**config.mk**
```make
export PLATFORM = sky130hd
export DESIGN_NAME = multicycle_seq
export DESIGN_NICKNAME = d
export VERILOG_FILES = /design/src/rtl/multicycle_pkg.sv /design/src/rtl/branch_cond.sv /design/src/rtl/multicycle_seq.sv
export SDC_FILE = /design/constraint.sdc
export NUM_CORES = 1
export LEC_CHECK = 0
export BUFFER_PORTS_ARGS = -buffer_cell sky130_fd_sc_hd__buf_2
export CAP_MARGIN = 20
export CORE_ASPECT_RATIO = 2
export CORE_UTILIZATION = 57
export CTS_BUF_LIST = sky130_fd_sc_hd__clkbuf_8
export CTS_CLUSTER_SIZE = 30
export DETAILED_ROUTE_END_ITERATION = 6
export PLACE_DENSITY = 0.87
export SYNTH_ARGS = -nofsm -noshare
export SYNTH_HDL_FRONTEND = slang
export SYNTH_SLANG_ARGS = --single-unit
```
**constraint.sdc**
```tcl
create_clock -name clk -period 3.34 [get_ports clk]
set_input_delay 0.167 -clock clk [delete_from_list [all_inputs] [get_ports clk]]
set_output_delay 0.167 -clock clk [all_outputs]
set_load 0.03 [all_outputs]
```
**src/rtl/multicycle_pkg.sv**
```systemverilog
// Shared types for the multi-cycle RV32I control sequencer.
// State enum, opcode values, datapath select encodings.
package multicycle_pkg;

    typedef enum logic [3:0] {
        S_FETCH,
        S_DECODE,
        S_MEMADR,
        S_MEMREAD,
        S_MEMWRITE,
        S_MEMWB,
        S_EXECR,
        S_EXECI,
        S_JAL,
        S_JALR,
        S_LUI,
        S_ALUWB,
        S_BRANCH,
        S_TRAP
    } state_t;

    localparam logic [6:0] OP_LOAD   = 7'b0000011;
    localparam logic [6:0] OP_STORE  = 7'b0100011;
    localparam logic [6:0] OP_R      = 7'b0110011;
    localparam logic [6:0] OP_I      = 7'b0010011;
    localparam logic [6:0] OP_BRANCH = 7'b1100011;
    localparam logic [6:0] OP_JAL    = 7'b1101111;
    localparam logic [6:0] OP_JALR   = 7'b1100111;
    localparam logic [6:0] OP_LUI    = 7'b0110111;

    localparam logic [1:0] SRCA_PC    = 2'd0;
    localparam logic [1:0] SRCA_OLDPC = 2'd1;
    localparam logic [1:0] SRCA_RS1   = 2'd2;
    localparam logic [1:0] SRCA_ZERO  = 2'd3;

    localparam logic [1:0] SRCB_RS2  = 2'd0;
    localparam logic [1:0] SRCB_IMM  = 2'd1;
    localparam logic [1:0] SRCB_FOUR = 2'd2;

    localparam logic [1:0] ALUOP_ADD   = 2'd0;
    localparam logic [1:0] ALUOP_CMP   = 2'd1;
    localparam logic [1:0] ALUOP_FUNCT = 2'd2;

    localparam logic [1:0] RES_ALUREG = 2'd0;
    localparam logic [1:0] RES_MEM    = 2'd1;
    localparam logic [1:0] RES_ALU    = 2'd2;

    // Unknown opcodes fall into TRAP.
    function automatic state_t decode_op(
        input logic [6:0] op
    );
        unique case (1'b1)
            op == OP_LOAD,
            op == OP_STORE:  return S_MEMADR;
            op == OP_R:      return S_EXECR;
            op == OP_I:      return S_EXECI;
            op == OP_BRANCH: return S_BRANCH;
            op == OP_JAL:    return S_JAL;
            op == OP_JALR:   return S_JALR;
            op == OP_LUI:    return S_LUI;
            default:         return S_TRAP;
        endcase
    endfunction

endpackage

```
**src/rtl/branch_cond.sv**
```systemverilog
// Branch condition evaluation for the multi-cycle sequencer.
// funct3 selects which ALU compare flag decides "taken".
module branch_cond (
    input  logic [2:0] funct3,
    input  logic       zero,
    input  logic       lt,
    input  logic       ltu,
    output logic       taken
);

    // 010 and 011 are not branch encodings and never take.
    always_comb begin
        taken = 1'b0;
        unique case (funct3)
            3'b000:  taken = zero;
            3'b001:  taken = !zero;
            3'b100:  taken = lt;
            3'b101:  taken = !lt;
            3'b110:  taken = ltu;
            3'b111:  taken = !ltu;
            default: taken = 1'b0;
        endcase
    end

endmodule

```
**src/rtl/multicycle_seq.sv**
```systemverilog
// Multi-cycle RV32I control sequencer with retired-instruction counter.
// Define MULTICYCLE_MEM_HS_EN to honour mem_ready wait states.
module multicycle_seq
    import multicycle_pkg::*;
#(
    parameter int CNT_WIDTH = 32,
    parameter int OP_WIDTH  = 7
) (
    input  logic                 clk,
    input  logic                 rst,
    input  logic [OP_WIDTH-1:0]  op,
    input  logic [2:0]           funct3,
    input  logic                 zero,
    input  logic                 lt,
    input  logic                 ltu,
    input  logic                 mem_ready,
    output logic                 ir_write,
    output logic                 pc_write,
    output logic                 adr_src,
    output logic                 mem_read,
    output logic                 mem_write,
    output logic                 reg_write,
    output logic [1:0]           alu_src_a,
    output logic [1:0]           alu_src_b,
    output logic [1:0]           alu_op,
    output logic [1:0]           result_src,
    output logic                 trap,
    output logic [CNT_WIDTH-1:0] retired
);

    state_t     state;
    logic [6:0] opc;
    logic       mem_go;
    logic       taken;
    logic       retire;

    assign opc = 7'(op);

`ifdef MULTICYCLE_MEM_HS_EN
    assign mem_go = mem_ready;
`else
    logic unused_mem_ready;
    assign unused_mem_ready = mem_ready;
    assign mem_go = 1'b1;
`endif

    branch_cond u_branch_cond (
        .funct3 (funct3),
        .zero   (zero),
        .lt     (lt),
        .ltu    (ltu),
        .taken  (taken)
    );

    // Sequencer state; memory states hold until mem_go.
    always_ff @(posedge clk or negedge rst) begin
        if (!rst) begin
            state <= S_FETCH;
        end else begin
            unique case (state)
                S_FETCH:
                    if (mem_go) state <= S_DECODE;
                S_DECODE:
                    state <= decode_op(opc);
                S_MEMADR:
                    state <= (opc == OP_LOAD) ?
                             S_MEMREAD : S_MEMWRITE;
                S_MEMREAD:
                    if (mem_go) state <= S_MEMWB;
                S_MEMWRITE:
                    if (mem_go) state <= S_FETCH;
                S_EXECR, S_EXECI, S_JAL,
                S_JALR, S_LUI:
                    state <= S_ALUWB;
                S_MEMWB, S_ALUWB, S_BRANCH:
                    state <= S_FETCH;
                default:
                    state <= S_TRAP;
            endcase
        end
    end

    // Last cycle of an instruction: next state is FETCH.
    always_comb begin
        retire = 1'b0;
        unique case (state)
            S_MEMWB, S_ALUWB, S_BRANCH: retire = 1'b1;
            S_MEMWRITE:                 retire = mem_go;
            default:                    retire = 1'b0;
        endcase
    end

    // Retired-instruction counter, wraps naturally.
    always_ff @(posedge clk or negedge rst) begin
        if (!rst) begin
            retired <= '0;
        end else if (retire) begin
            retired <= retired + CNT_WIDTH'(1);
        end
    end

    // Moore decode of datapath controls.
    always_comb begin
        ir_write   = 1'b0;
        pc_write   = 1'b0;
        adr_src    = 1'b0;
        mem_read   = 1'b0;
        mem_write  = 1'b0;
        reg_write  = 1'b0;
        alu_src_a  = SRCA_PC;
        alu_src_b  = SRCB_RS2;
        alu_op     = ALUOP_ADD;
        result_src = RES_ALUREG;
        trap       = 1'b0;
        unique case (state)
            S_FETCH: begin
                mem_read   = 1'b1;
                ir_write   = mem_go;
                pc_write   = mem_go;
                alu_src_a  = SRCA_PC;
                alu_src_b  = SRCB_FOUR;
                result_src = RES_ALU;
            end
            S_DECODE: begin
                alu_src_a = SRCA_OLDPC;
                alu_src_b = SRCB_IMM;
            end
            S_MEMADR: begin
                alu_src_a = SRCA_RS1;
                alu_src_b = SRCB_IMM;
            end
            S_MEMREAD: begin
                adr_src  = 1'b1;
                mem_read = 1'b1;
            end
            S_MEMWRITE: begin
                adr_src   = 1'b1;
                mem_write = 1'b1;
            end
            S_MEMWB: begin
                reg_write  = 1'b1;
                result_src = RES_MEM;
            end
            S_EXECR: begin
                alu_src_a = SRCA_RS1;
                alu_src_b = SRCB_RS2;
                alu_op    = ALUOP_FUNCT;
            end
            S_EXECI: begin
                alu_src_a = SRCA_RS1;
                alu_src_b = SRCB_IMM;
                alu_op    = ALUOP_FUNCT;
            end
            S_JAL, S_JALR: begin
                alu_src_a  = SRCA_OLDPC;
                alu_src_b  = SRCB_FOUR;
                result_src = RES_ALUREG;
                pc_write   = 1'b1;
            end
            S_LUI: begin
                alu_src_a = SRCA_ZERO;
                alu_src_b = SRCB_IMM;
            end
            S_ALUWB: begin
                reg_write  = 1'b1;
                result_src = RES_ALUREG;
            end
            S_BRANCH: begin
                alu_src_a  = SRCA_RS1;
                alu_src_b  = SRCB_RS2;
                alu_op     = ALUOP_CMP;
                result_src = RES_ALUREG;
                pc_write   = taken;
            end
            S_TRAP: begin
                trap = 1'b1;
            end
            default: begin
                trap = 1'b0;
            end
        endcase
    end

endmodule
```
==> flow_summary.json <==
{
  "status": "completed",
  "placed_cell_area_sq_mm": 0.002402,
  "synth_cell_types": 43,
  "hp-class": "in2reg",
  "clock-sinks": 36,
  "antenna_cells": 0,
  "crit_required_ns": 3.50,
  "fin_total_pwr_mw": 1.747,
  "yosys-top-cells-count": "36 x dfrtp_1, 29 x nor2_1, 26 x nand2_1, 17 x xnor2_1, 16 x xor2_1",
  "clock-root-buffer": "clkbuf_8",
  "holdWs_ns": 0.2234,
  "register_area_sq_um": 900.9,
  "cts_tree": "yes",
  "synth_top_cells_by_area": "dfrtp_1 44%, xnor2_1 7.2%, xor2_1 6.8%, nor2_1 5.3%, nand2_1 4.7%",
  "htreeDepth": 2,
  "dp_slack_ns": 1.352,
  "clock_skew_ns": 0.002288,
  "criticalPathCategory": "reg2reg",
  "clk_pin_slew_ns": 0.06,
  "design_area_sq_mm": 0.002509,
  "worst-path-max-fanout": 14,
  "finalNetCount": 303,
  "clkLatencyLatePin_ns": 0.28,
  "die_h_microns": 87.03,
  "grt_pass1_vias": 1733,
  "p_leak_nw": 1.298,
  "drt-pass1-iter-count": 4,
  "synth_top_area_share_pct": 43.72,
  "cp_top_family": "simple AND/OR/NAND/NOR gates",
  "synth.most_common_cell": "dfrtp_1",
  "cp.buffers_inverters": 1,
  "max_freq_mhz": 490.9,
  "die_area_sq_mm": 0.003874,
  "coreArea_sq_mm": 0.003416,
  "fin_ws_ns": 1.303,
  "yosys_warnings": 0,
  "min_period_over_period_pct": 60.99,
  "finish.utilization_pct": 73.44,
  "via_count": 1833,
  "fin_cells": 334,
  "drtIter0Drc": 40,
  "synth_top_cell_by_area": "dfrtp_1",
  "ys_seq_area_share_pct": 43.72,
  "min_period_ns": 2.037,
  "ant_nets": 0,
  "cp-start-kind": "flop",
  "clock_tree.buffer_depth": 2,
  "drcViolationCount": 0,
  "finalSetupViolations": 0,
  "synth_seq_cells": 36,
  "dieWidth_microns": 44.52,
  "place_inst": 326,
  "syn2layout_area_growth_pct": 21.74,
  "slew_headroom_pct": 47.68,
  "grt_overflow_total": 0,
  "initial_core_util_pct": 60.33,
  "rsz0062_at_grt": "no",
  "wirelength_mm": 4.416,
  "cp_cell_sequence": "nand2b_1 > mux2i_1 > buf_4 > nand3_2 > or3_1 > xnor2_1",
  "vdd_drop_max_uv": 641.4,
  "dp_hpwl_mm": 3.393,
  "wl_per_cell_microns": 13.22,
  "drv_slew": 0,
  "syn_nets": 240,
  "ioPinCount": 63,
  "io_buffers": 61,
  "cp_slowest_stage_delay_ns": 0.58,
  "synth_edf_count": 0,
  "synth-main-ff-cell": "dfrtp_1",
  "num_rows": 30,
  "grt_max_degree": 37,
  "async_flop_share_pct": 100.0,
  "crit_path_top_delay_cell": "dfrtp_1",
  "antenna_found_initial": 0,
  "layout-drive-gt1-share_pct": 27.97,
  "tightest_slew_ns": 0.7848,
  "critPathArrivalTime_ns": 2.20,
  "numCtsBuffers": 5,
  "synth_area_sq_mm": 0.002061,
  "worstSetupEndpointType": "flop",
  "pwr_density_cell_mw_per_mm2": 696.4,
  "multi_input_area_sq_mm": 0.001099,
  "track_usage_pct": 25.46,
  "gp_congestion": 0.7487,
  "cap_viol_max_count": 0,
  "syn-instance-count": 223,
  "fillers": 261,
  "hold_violations": 0,
  "tns_ns": 0,
  "grt_pass1_wl_mm": 7.376,
  "syn_area_per_cell_sq_um": 9.241,
  "vias_per_cell": 5.488
}
state kept, by name, summed over array words and instances (netlist names):
signal / count
retired: 32
state: 4
where the power goes:
| group | internal, mW | switching [mW] | leakage (nW) |
|---|---|---|---|
| Combinational | 0.267 | 0.529 | 0.763 |
| Clock | 0.183 | 0.139 | 0.0503 |
| Sequential | 0.496 | 0.133 | 0.485 |
layer usage:
metal | share of wire (%) | global-route usage (%) | vias to the layer above
met5 | 0 | 0 | -
met4 | 1.7 | 9.091 | 0
met3 | 4.4 | 5.187 | 6
met1 | 36 | 24.53 | 866
met2 | 58 | 49.60 | 72
li1 | - | - | 889
cell type report:
| type | count | share of cell area [%] |
|---|---|---|
| Sequential cell | 36 | 35.91 |
| Inverter | 8 | 1.197 |
| Multi-Input combinational cell | 172 | 43.79 |
| Clock buffer | 7 | 3.840 |
| Tap cell | 48 | 2.394 |
| Timing Repair Buffer | 63 | 12.87 |
cells in the final DEF, fill, tap and decap left out, types with 2 or more instances in the layout:
cell      instances
xnor2_1          17
dfrtp_1          36
nand4_2           2
or3_1             2
nor4_2            2
nand4_1           5
a21oi_1           6
nor2_1           29
buf_2            61
nand2b_1          5
nand2_1          26
o21ai_0           6
nand3_1          11
xor2_1           16
nor2b_1           4
nor3_1           13
inv_1             8
clkbuf_8          7
a21o_1            2
mux2i_1           2
nor4_4            2
and3_1            3
path summary, 6_finish.rpt:
kind,startpoint,end,slack (ns),cells after the start
worst max-delay path,state[1],retired[23],1.30,6
worst min-delay path,op[2],state[2],0.22,2
worst max register to register,state[1],retired[23],1.30,6
worst min register to register,retired[31],retired[31],0.48,1
max in group asynchronous,rst,retired[21],2.34,2
min in group asynchronous,rst,retired[3],0.50,2
repair_timing:
| action | CTS | global route |
|---|---|---|
| buffers inserted | 0 | 0 |
| hold buffers | 1 | 0 |
| hold endpoints to repair | 36 | 0 |
| gates resized for setup | 0 | 0 |
logic make-up after synthesis:
kind of cell / after synthesis / share of synthesized area [%]
XOR/XNOR: 33 / 14.03
adder cells (fa/ha/maj): 1 / 0.6071
multiplexers: 3 / 1.518
buffers and inverters: 15 / 2.975
AND/OR/NAND/NOR: 114 / 30.60
flip-flops: 36 / 43.72
AO/OA/AOI/OAI: 21 / 6.558
No activity file was read; power rests on OpenSTA's default activity.
